==> src/rtl/alu_pkg.sv <==
// Shared opcode encodings and stage control record for pipe_alu_core.
// PIPE_ALU_CMP_EN enables the SLT/SLTU compare opcodes.
package alu_pkg;

  localparam int OP_W = 3;

  typedef logic [OP_W-1:0] op_t;

  localparam op_t OP_ADD  = 3'b000;
  localparam op_t OP_SUB  = 3'b001;
  localparam op_t OP_SLL  = 3'b010;
  localparam op_t OP_SRL  = 3'b011;
  localparam op_t OP_SRA  = 3'b100;
  localparam op_t OP_SLT  = 3'b101;
  localparam op_t OP_SLTU = 3'b110;

  // Control half of a pipeline rank; the data half is sized by WIDTH in the core.
  typedef struct packed {
    op_t  op;
    logic carry;
  } stage_ctl_t;

  // Ops that run through the adder as A + ~B + 1.
  function automatic logic uses_sub(input op_t op);
`ifdef PIPE_ALU_CMP_EN
    return (op == OP_SUB) || (op == OP_SLT) || (op == OP_SLTU);
`else
    return op == OP_SUB;
`endif
  endfunction

endpackage

==> src/rtl/cla_block.sv <==
// BLK-bit generate/propagate carry-lookahead adder slice.
module cla_block #(
  parameter int BLK = 4
) (
  input  logic [BLK-1:0] a,
  input  logic [BLK-1:0] b,
  input  logic           cin,
  output logic [BLK-1:0] s,
  output logic           cout
);

  logic [BLK-1:0] g;
  logic [BLK-1:0] p;
  logic [BLK:0]   c;
  logic           acc;

  assign g = a & b;
  assign p = a ^ b;

  // Each carry is formed independently from g/p and cin (flattened lookahead).
  always_comb begin
    c   = '0;
    acc = 1'b0;
    for (int k = 0; k <= BLK; k++) begin
      acc = cin;
      for (int j = 0; j < k; j++) begin
        acc = g[j] | (p[j] & acc);
      end
      c[k] = acc;
    end
  end

  assign s    = p ^ c[BLK-1:0];
  assign cout = c[BLK];

endmodule

==> src/rtl/pipe_alu_core.sv <==
// Pipelined add/sub/shift unit: CLA chain split over STAGES ranks, valid/ready on both sides.
// Optional compare ops (SLT/SLTU) are built when PIPE_ALU_CMP_EN is defined.
module pipe_alu_core
  import alu_pkg::*;
#(
  parameter int WIDTH  = 32,
  parameter int BLK    = 4,
  parameter int STAGES = 2
) (
  input  logic             clk,
  input  logic             rst,
  input  logic             in_valid,
  output logic             in_ready,
  input  logic [OP_W-1:0]  in_op,
  input  logic [WIDTH-1:0] in_a,
  input  logic [WIDTH-1:0] in_b,
  output logic             out_valid,
  input  logic             out_ready,
  output logic [WIDTH-1:0] out_data,
  output logic             out_cout,
  output logic             out_zero,
  output logic             out_ovf
);

  localparam int NBLK = WIDTH / BLK;
  localparam int N    = NBLK / STAGES;
  localparam int SEG  = N * BLK;
  localparam int SW   = $clog2(WIDTH);

  if ((STAGES < 1) || (WIDTH % BLK != 0) || (NBLK % STAGES != 0)) begin : g_param_check
    $error("pipe_alu_core: WIDTH/BLK must be integral and divisible by STAGES >= 1");
  end

  // b holds B' (B or ~B); sum fills in SEG bits per rank, low segment first.
  typedef struct packed {
    stage_ctl_t       ctl;
    logic [WIDTH-1:0] a;
    logic [WIDTH-1:0] b;
    logic [WIDTH-1:0] sum;
    logic [WIDTH-1:0] sh;
  } stage_t;

  // Handshake contract: a transfer happens on a rising edge where valid && ready;
  // in_ready depends combinationally on out_ready through the advance chain.
  stage_t                r [STAGES];
  stage_t [STAGES-1:0]   nxt;
  logic   [STAGES-1:0]   vld;
  logic   [STAGES-1:0]   adv;
  logic   [STAGES-1:0]   ld;
  logic                  full_above;

  for (genvar i = 0; i < STAGES; i++) begin : g_stage
    stage_t           src;
    stage_t           nx;
    logic [SEG-1:0]   s_part;

    if (i == 0) begin : g_first
      logic [SW-1:0] amt;
      always_comb begin
        amt           = in_b[SW-1:0];
        src           = '0;
        src.ctl.op    = in_op;
        src.ctl.carry = uses_sub(in_op);
        src.a         = in_a;
        src.b         = uses_sub(in_op) ? ~in_b : in_b;
        case (in_op)
          OP_SLL:  src.sh = in_a << amt;
          OP_SRL:  src.sh = in_a >> amt;
          OP_SRA:  src.sh = $unsigned($signed(in_a) >>> amt);
          default: src.sh = '0;
        endcase
      end
    end else begin : g_rest
      assign src = r[i-1];
    end

    for (genvar j = 0; j < N; j++) begin : g_blk
      logic bcin;
      logic bcout;
      if (j == 0) begin : g_c0
        assign bcin = src.ctl.carry;
      end else begin : g_cn
        assign bcin = g_blk[j-1].bcout;
      end
      cla_block #(.BLK(BLK)) u_cla (
        .a    (src.a[(i*N+j)*BLK +: BLK]),
        .b    (src.b[(i*N+j)*BLK +: BLK]),
        .cin  (bcin),
        .s    (s_part[j*BLK +: BLK]),
        .cout (bcout)
      );
    end

    always_comb begin
      nx                  = src;
      nx.sum[i*SEG +: SEG] = s_part;
      nx.ctl.carry        = g_blk[N-1].bcout;
    end

    assign nxt[i] = nx;
  end

  // A rank advances when it is valid and some rank above it is empty or the output drains.
  always_comb begin
    adv        = '0;
    full_above = 1'b1;
    for (int i = STAGES - 1; i >= 0; i--) begin
      adv[i]     = vld[i] && (out_ready || !full_above);
      full_above = full_above && vld[i];
    end
  end

  assign in_ready = !vld[0] || adv[0];

  always_comb begin
    ld    = '0;
    ld[0] = in_valid && in_ready;
    for (int i = 1; i < STAGES; i++) begin
      ld[i] = adv[i-1];
    end
  end

  always_ff @(posedge clk) begin
    if (rst) begin
      vld <= '0;
      for (int i = 0; i < STAGES; i++) begin
        r[i] <= '0;
      end
    end else begin
      for (int i = 0; i < STAGES; i++) begin
        if (ld[i]) begin
          r[i]   <= nxt[i];
          vld[i] <= 1'b1;
        end else if (adv[i]) begin
          vld[i] <= 1'b0;
        end
      end
    end
  end

  logic [WIDTH-1:0] res;
  logic             res_cout;
  logic             res_ovf;
  logic             add_ovf;

  always_comb begin
    add_ovf  = (r[STAGES-1].a[WIDTH-1] == r[STAGES-1].b[WIDTH-1]) &&
               (r[STAGES-1].sum[WIDTH-1] != r[STAGES-1].a[WIDTH-1]);
    res      = '0;
    res_cout = 1'b0;
    res_ovf  = 1'b0;
    case (r[STAGES-1].ctl.op)
      OP_ADD, OP_SUB: begin
        res      = r[STAGES-1].sum;
        res_cout = r[STAGES-1].ctl.carry;
        res_ovf  = add_ovf;
      end
      OP_SLL, OP_SRL, OP_SRA: res = r[STAGES-1].sh;
`ifdef PIPE_ALU_CMP_EN
      OP_SLT: begin
        res[0]   = r[STAGES-1].sum[WIDTH-1] ^ add_ovf;
        res_cout = r[STAGES-1].ctl.carry;
        res_ovf  = add_ovf;
      end
      OP_SLTU: begin
        res[0]   = !r[STAGES-1].ctl.carry;
        res_cout = r[STAGES-1].ctl.carry;
        res_ovf  = add_ovf;
      end
`endif
      default: res = '0;
    endcase
  end

  // Outputs read as zero whenever the last rank is empty.
  assign out_valid = vld[STAGES-1];
  assign out_data  = out_valid ? res : '0;
  assign out_cout  = out_valid && res_cout;
  assign out_ovf   = out_valid && res_ovf;
  assign out_zero  = out_valid && (res == '0);

endmodule

==> config.mk <==
export PLATFORM = sky130hd
export DESIGN_NAME = pipe_alu_core
export DESIGN_NICKNAME = d
export VERILOG_FILES = /design/src/rtl/alu_pkg.sv /design/src/rtl/cla_block.sv /design/src/rtl/pipe_alu_core.sv
export SDC_FILE = /design/constraint.sdc
export NUM_CORES = 1
export LEC_CHECK = 0
export BUFFER_PORTS_ARGS = -buffer_cell sky130_fd_sc_hd__buf_2
export CORE_ASPECT_RATIO = 0.6
export CORE_UTILIZATION = 30
export CTS_CLUSTER_DIAMETER = 100
export DETAILED_ROUTE_END_ITERATION = 8
export PLACE_DENSITY_LB_ADDON = 0.25
export SLEW_MARGIN = 5
export SYNTH_ARGS = -nofsm -noshare
export SYNTH_HDL_FRONTEND = slang
export SYNTH_HIERARCHICAL = 1
export SYNTH_SLANG_ARGS = --single-unit
==> constraint.sdc <==
create_clock -name clk -period 9.9 [get_ports clk]
set_input_delay 1.98 -clock clk [delete_from_list [all_inputs] [get_ports clk]]
set_output_delay 1.98 -clock clk [all_outputs]
set_load 0.03 [all_outputs]
* Word level (Yosys, flattened, before mapping) *
Memories as Yosys holds them, arrays and structs flattened.
Index checks and enable logic that the tools add are counted.

operators by class
  add/sub/neg operators = 0
  multiply operators = 0
  divide/modulo/power cells = 0
  $lt $le $gt $ge = 0
  eq/ne operators = 10
  shifts and indexed selects = 3
  multiplexer cells = 20
  bitwise operators = 91
  reductions and logical operators = 17

operators with widths
  operator              number
  $mux W132             2
  $pmux W32 S3          1
  $mux W32              2
  $pmux W32 S2          1
  $xor A4 B4 Y4         16
  $or A1 B1 Y1          34
  $and A1 B1 Y1         32
  $and A4 B4 Y4         8
  $logic_not A32 Y1     1
  $not A32 Y32          1
  $shl A32 B5 Y32       1
  $shr A32 B5 Y32       1
  $sshr A32 B5 Y32      1
  $mux W1               14
  $eq A3 B2 Y1 const B  4
  $logic_and A1 B1 Y1   7
  $eq A3 B1 Y1 const B  2
  $eq A3 B3 Y1 const B  2
  $reduce_bool A2 Y1    2
  $logic_not A3 Y1      1
  $reduce_or A3 Y1      1
  $logic_not A1 Y1      2
  $logic_or A1 B1 Y1    2
  $reduce_or A2 Y1      1
  2 further kinds       2

storage, ports and cells
  register bits after elaboration = 2
  bits in latches = 0
  bits in writable memories = 264
  ROM bits = 0
  input bits = 71
  memories kept = 1

memory list
  memory  words  bits a word  rd ports  clocked after memory_dff  write ports  line                 RTL
  r       2      132          2         0                         2            pipe_alu_core.sv:45  stage_t r [STAGES];

* Logic depth before layout (Yosys ltp) *
Gate-level depths: netlist of the first run.

  depth after elaboration = 36
  gate-level depth with buffers = 38
  depth with buffers taken out = 35

* By module *
Netlist of the first run, hierarchy kept.

modules (own cells, without submodules)
  module         times used  cells each  area an instance (µm²)  sequential area each (µm²)
  pipe_alu_core  1           1,055       11,431.0                4,664.5
  cla_block      8           14          117.6                   0.0

* Least setup slack after synthesis of the first run *
OpenSTA, ideal clock, no wires.

  path kind = input -> register
  from = input port in_op[0]
  to = memory r[0][47] (netlist name), data pin
  setup time = 0.255 ns
  arrival time = 8.050 ns
  slack = 1.596 ns
  stages = 38
  buffers on the path = 3
  cells stage by stage = buf_2 -> nor3b_1 -> clkbuf_1 -> buf_2 -> xnor2_1 -> inv_1 -> fa_1 -> inv_1 -> fa_1 -> fa_1 -> inv_1 -> fa_1 -> inv_1 -> inv_1 -> fa_1 -> inv_1 -> fa_1 -> fa_1 -> [... 2 more ...] -> inv_1 -> inv_1 -> fa_1 -> inv_1 -> fa_1 -> fa_1 -> inv_1 -> fa_1 -> inv_1 -> inv_1 -> fa_1 -> inv_1 -> fa_1 -> fa_1 -> inv_1 -> fa_1 -> inv_1 -> and2_1

RTL lines
  item         line                 RTL
  from (decl)  pipe_alu_core.sv:14  input logic [OP_W-1:0] in_op,
  to (decl)    pipe_alu_core.sv:45

==> results.toml, run 1 <==
[clocking]
cts_tree = "done"
clkSlewWorstSetupHoldPaths_ns = 0.08
cts_num_sinks = 156
numCtsBuffers = 17
postCtsSetupBuffers = 0
ctsHoldBuffers = 0
cts_resized = 0
cts_buffer_depth = 2
cts-htree-levels = 4
insertion_delay_ns = 0.45
cts_root_buffer = "clkbuf_16"

[global_routing]
antenna_found_initial = 0
grt_max_degree = 85
grt_overflow_total = 0
grt_pass1_vias = 9532
grt_pass1_wl_um = 64870
track_usage_pct = 21.04

[logic_synthesis]
synthCells = 1167
synth.most_common_cell = "edfxtp_1"
avgSynthCellArea_um2 = 10.60
yosys-top-cells-count = "edfxtp_1 (154), and2_1 (131), nand2_1 (90)"
syn_area_um2 = 12370
synth_cell_types = 77
synth_top_area_cell = "edfxtp_1"
synth_compound_area_share_pct = 11.36
synth_top_area_share_pct = 37.38
ys_async_sr_fraction_pct = 0
synth-simple-area-share_pct = 16.09
ys_seq_area_share_pct = 37.70
synth-xor-area-share_pct = 2.265
synth-main-ff-cell = "edfxtp_1"
synth_area_leaders = "edfxtp_1 (37%), mux4_2 (11%), and2_1 (6.6%)"
synth_top_family_by_area = "multiplexers"
synthAdderAreaFrac_pct = 5.178
syn_nets = 1270
ys_warn_count = 6
yosys-mux-area-fraction_pct = 20.00
ys_ff_latch = 156
synth_edf_count = 154

[placed_design]
numPortBuffers = 107
routabilityCongestion = 0.9299
dp_slack_ns = 1.238
dpl.hpwl_um = 32880
placed_cells = 1715

[floorplan]
row_count = 57
die_w_um = 264.2
die_area_um2 = 42080
io_pins = 108
core-area_um2 = 40580
initial_utilization_pct = 30.49
fp.dieH_um = 159.3

[critical_path]
critical_path.startpoint_type = "primary input"
critPathBufInv = 16
crit_family = "adder cells"
crit_type = "in2reg"
crit_slowest_cell = "clkinv_1"
cp_slowest_stage_delay_ns = 0.48
required_ns = 10.21
crit_path_max_fanout = 41
cp-end-kind = "flop"
cp_data_arrival_time_ns = 8.55
cpMostUsedCell = "fa_1"

[routing]
wl_per_cell_um = 24.90
vias = 9621
first_pass_iters = 7
drc = 0
drtIter0Drc = 858
ant_nets = 0
via_per_inst = 5.507
routed_wl_um = 43500

[timing]
clock_skew_ns = 0.01628
relSlewSlack_pct = 15.49
fmax_mhz = 121.3
fin_crit_sh_pct = 83.24
postLayoutSetupSlackWorst_ns = 1.659
rsz0062_at_grt = "false"
finalSetupTns_ns = 0
slew_violations = 0
worst-slew-pin-transition_ns = 1.262
period_minus_slack_ns = 8.241
setup_viol = 0
hold_viol_final = 0

[pwr]
peakVddDrop_uv = 105.5
p_leak_nw = 5.395
power_density_nw_per_um2 = 142.5

[worst_hold_path]
hold_path_class = "reg2reg"

[finish]
final_cells = 1747
diodes = 0
syn_to_final_growth_pct = 11.75
nNetsFinal = 1306
finish.utilization_pct = 34.07
post_route_cells_drive_above_1_share_pct = 21.63

[status]
status = "finished, final reports clean"

[flow_run]
drv_cap = 0
## cell type report
type | count | area, um^2
inverter | 89 | 334.1
multi-input combinational | 809 | 6837
timing repair buffer | 130 | 710.7
clock inverter | 15 | 190.2
sequential | 156 | 4664
tap | 531 | 664.4
clock buffer | 17 | 425.4
fill | 4125 | 26750
## sequential cells by signal, indices dropped and copies added (netlist names)
register and cells:
r 154, vld 2
## metal layers
metal | up-vias | wire length [um] | track usage (%)
met2 | 415 | 17250 | 27.98
met1 | 4869 | 21630 | 32.67
met5 | - | 0 | 0
met4 | 0 | 427 | 3.277
li1 | 4307 | - | -
met3 | 30 | 4191 | 7.222
## stage by stage
step / power [mW] / area (um^2) / hold WS, ns
detailed placement: 1.311 / 13210 / 0.5034
floorplan: 1.140 / 12370 / 0.4790
CTS: 1.981 / 13830 / 0.5181
global placement: 1.310 / 13210 / 0.5001
global route: 2.062 / 13830 / 0.5320
finish: 1.970 / 13830 / 0.5069
## cell families (layout without fill, tap and decap cells)
logic type      count (synthesis)  in the layout
compound gates                210            210
xor+xnor                       32             32
fa+ha+maj                      32             32
buf+inv                       202            251
flops                         156            156
mux                           156            156
simple gates                  379            379
## cells in the final DEF, fill, tap and decap left out, types with 24 or more instances in the layout
master	count
buf_2	106
edfxtp_1	154
a21oi_1	40
o21ai_0	49
mux2i_1	71
and2_1	131
buf_4	24
nand2_1	90
fa_1	32
nor2_1	67
inv_1	86
mux4_2	62
## worst register-to-register path: cells and delay by family (launching register included)
family / cells / cell delay [ns]
buffers and inverters: 16 / 1.09
adder cells (fa/ha/maj): 16 / 4.69
AND/OR/NAND/NOR: 1 / 0.11
flip-flops: 1 / 0.36
## worst paths after layout
| check | startpoint | to | slack (ns) | cells after the start |
|---|---|---|---|---|
| max | in_b[1] | r[0][47] | 1.66 | 33 |
| min | r[0][24] | r[0][156] | 0.51 | 1 |
| max reg2reg | r[0][128] | r[0][195] | 3.54 | 33 |
| min reg2reg | r[0][24] | r[0][156] | 0.51 | 1 |
## where the power goes
group,leakage (nW),switching (mW),total (mW),internal (mW)
clock network,0.297,0.324,0.671,0.347
logic,3.42,0.300,0.475,0.176
registers,1.68,0.0307,0.824,0.793
(Power assumes the default switching activity.)
==> run 2, diff against run 1 <==
==> constraint.sdc (replaced) <==
create_clock -name clk -period 8.1 [get_ports clk]
set_input_delay 1.62 -clock clk [delete_from_list [all_inputs] [get_ports clk]]
set_output_delay 1.62 -clock clk [all_outputs]
set_load 0.03 [all_outputs]
==> run 2 against run 1 <==
Hold slack improved by 0.0099 ns. Non-clock buffer count up 7. Global-route usage shrank 0.63 points. Clock skew decreased by 0.0030 ns. First-iteration DRC count is 29% higher. Power increased by 21%. Combinational power grew 21%. Register-to-register slack got worse by 1.8 ns. Clock-buffer cell count stayed put. Sequential power grew 23%. Critical path type unchanged. Largest power group unchanged. Highest routed layer is now met5.
==> results.toml, run 2 (synthesis gave the netlist of run 1 again) <==
[global_routing]
antenna_found_initial = 1
track_usage_pct = 20.41
grt_pass1_wl_um = 63310
grt_max_degree = 85
grt_pass1_vias = 9307
grt_overflow_total = 0

[pwr]
power_density_nw_per_um2 = 172.0
peakVddDrop_uv = 138.2
p_leak_nw = 5.419

[timing]
timing.hold.ws_ns = 0.5168
fmax_mhz = 132.2
clock_skew_ns = 0.01327
rsz0062_at_grt = "false"
fin_crit_sh_pct = 93.39
worst-slew-pin-transition_ns = 1.118
hold_viol_final = 0
finalSetupTns_ns = 0
setup_viol = 0
relSlewSlack_pct = 25.46
postLayoutSetupSlackWorst_ns = 0.5351
period_minus_slack_ns = 7.565
slew_violations = 0

[clocking]
cts_resized = 0
cts_num_sinks = 156
postCtsSetupBuffers = 0
cts_buffer_depth = 2
cts-htree-levels = 4
cts_tree = "done"
clkSlewWorstSetupHoldPaths_ns = 0.08
cts_root_buffer = "clkbuf_16"
insertion_delay_ns = 0.44
ctsHoldBuffers = 0
numCtsBuffers = 17

[floorplan]
io_pins = 108
core-area_um2 = 40580
initial_utilization_pct = 30.49
fp.dieH_um = 159.3
row_count = 57
die_area_um2 = 42080
die_w_um = 264.2

[critical_path]
cp-end-kind = "flop"
cp_slowest_stage_delay_ns = 0.47
rrSetupSlack_ns = 1.73
crit_slowest_cell = "fa_1"
r2r_end = "r[0][195]"
cp-endpoint = "r[0][47]"
cp_data_arrival_time_ns = 7.76
critPathBufInv = 18
crit_type = "in2reg"
required_ns = 8.30
crit_family = "adder cells"
r2r-start = "r[0][128]"
crit_path_max_fanout = 2
cp-startpoint = "in_op[1]"
path_depth = 37
critical_path.startpoint_type = "primary input"
reg2reg_depth = 33

[routing]
ant_nets = 0
drtIter0Drc = 1111
via_per_inst = 5.486
routed_wl_um = 42900
wl_per_cell_um = 24.46
vias = 9623
first_pass_iters = 5
drc = 0

[finish]
post_route_cells_drive_above_1_share_pct = 22.08
diodes = 0
reg_top3 = "r (154), vld (2)"
syn_to_final_growth_pct = 11.99
mostFrequentLayoutCell = "edfxtp_1"
layout_common_cells = "edfxtp_1 (154), and2_1 (131), buf_2 (106)"
fillCellCount = 4156
largest_reg_flops = 154
nNetsFinal = 1313
top_register = "r"

[status]
status = "finished, final reports clean"

[worst_hold_path]
hold_path_class = "reg2reg"

[flow_run]
drv_cap = 0

[placed_design]
dpl.hpwl_um = 32270
routabilityCongestion = 0.9762
dp_slack_ns = 0.09169
numPortBuffers = 107
[run 2: changes by cell type in the layout (fill, tap and decap cells not counted)]
| cell | delta |
|---|---|
| buf_4 | +7 |
| inv_6 | +4 |
| inv_8 | -3 |
| inv_12 | -2 |
| clkinv_4 | +1 |
[run 2: final cells by class]
| cell class | count | area [um^2] | share of cell area, % |
|---|---|---|---|
| Sequential cell | 156 | 4664 | 33.66 |
| Clock inverter | 15 | 167.7 | 1.210 |
| Timing Repair Buffer | 137 | 763.2 | 5.508 |
| Clock buffer | 17 | 425.4 | 3.070 |
| Inverter | 89 | 334.1 | 2.411 |
| Tap cell | 531 | 664.4 | 4.795 |
| Multi-Input combinational cell | 809 | 6837 | 49.34 |
[run 2: where the power goes]
part	internal, mW	switching (mW)	total [mW]
clock network	0.415	0.379	0.794
registers	0.970	0.0430	1.01
logic	0.217	0.359	0.576
total	1.60	0.781	2.38
[run 2: worst min-delay path by stage]
stage | start | endpoint | slack, ns | depth (start not counted)
final | r[0][9] | r[0][141] | 0.52 | 1
after global routing | r[0][9] | r[0][141] | 0.54 | 1
after CTS | r[0][9] | r[0][141] | 0.51 | 1
after detailed placement | r[0][9] | r[0][141] | 0.50 | 1
after global placement | vld[0] | vld[1] | 0.50 | 2
after floorplan | vld[0] | vld[1] | 0.48 | 2
[run 2: routing by layer]
| layer | routed length, um | track usage, % | vias to the layer above |
|---|---|---|---|
| met5 | 13 | 0 | - |
| li1 | - | - | 4317 |
| met4 | 243 | 2.484 | 2 |
| met1 | 21910 | 33.69 | 4859 |
| met2 | 16970 | 26.89 | 427 |
| met3 | 3757 | 4.593 | 18 |
[run 2: metrics by stage]
step	cells	power, mW	util, %	area, um^2
after floorplan	1167	1.393	-	12370
after global placement	1722	1.600	32.68	13260
after detailed placement	1722	1.601	32.68	13260
after CTS	1754	2.397	34.14	13860
after global routing	1754	2.488	34.14	13860
final	1754	2.384	34.14	13860
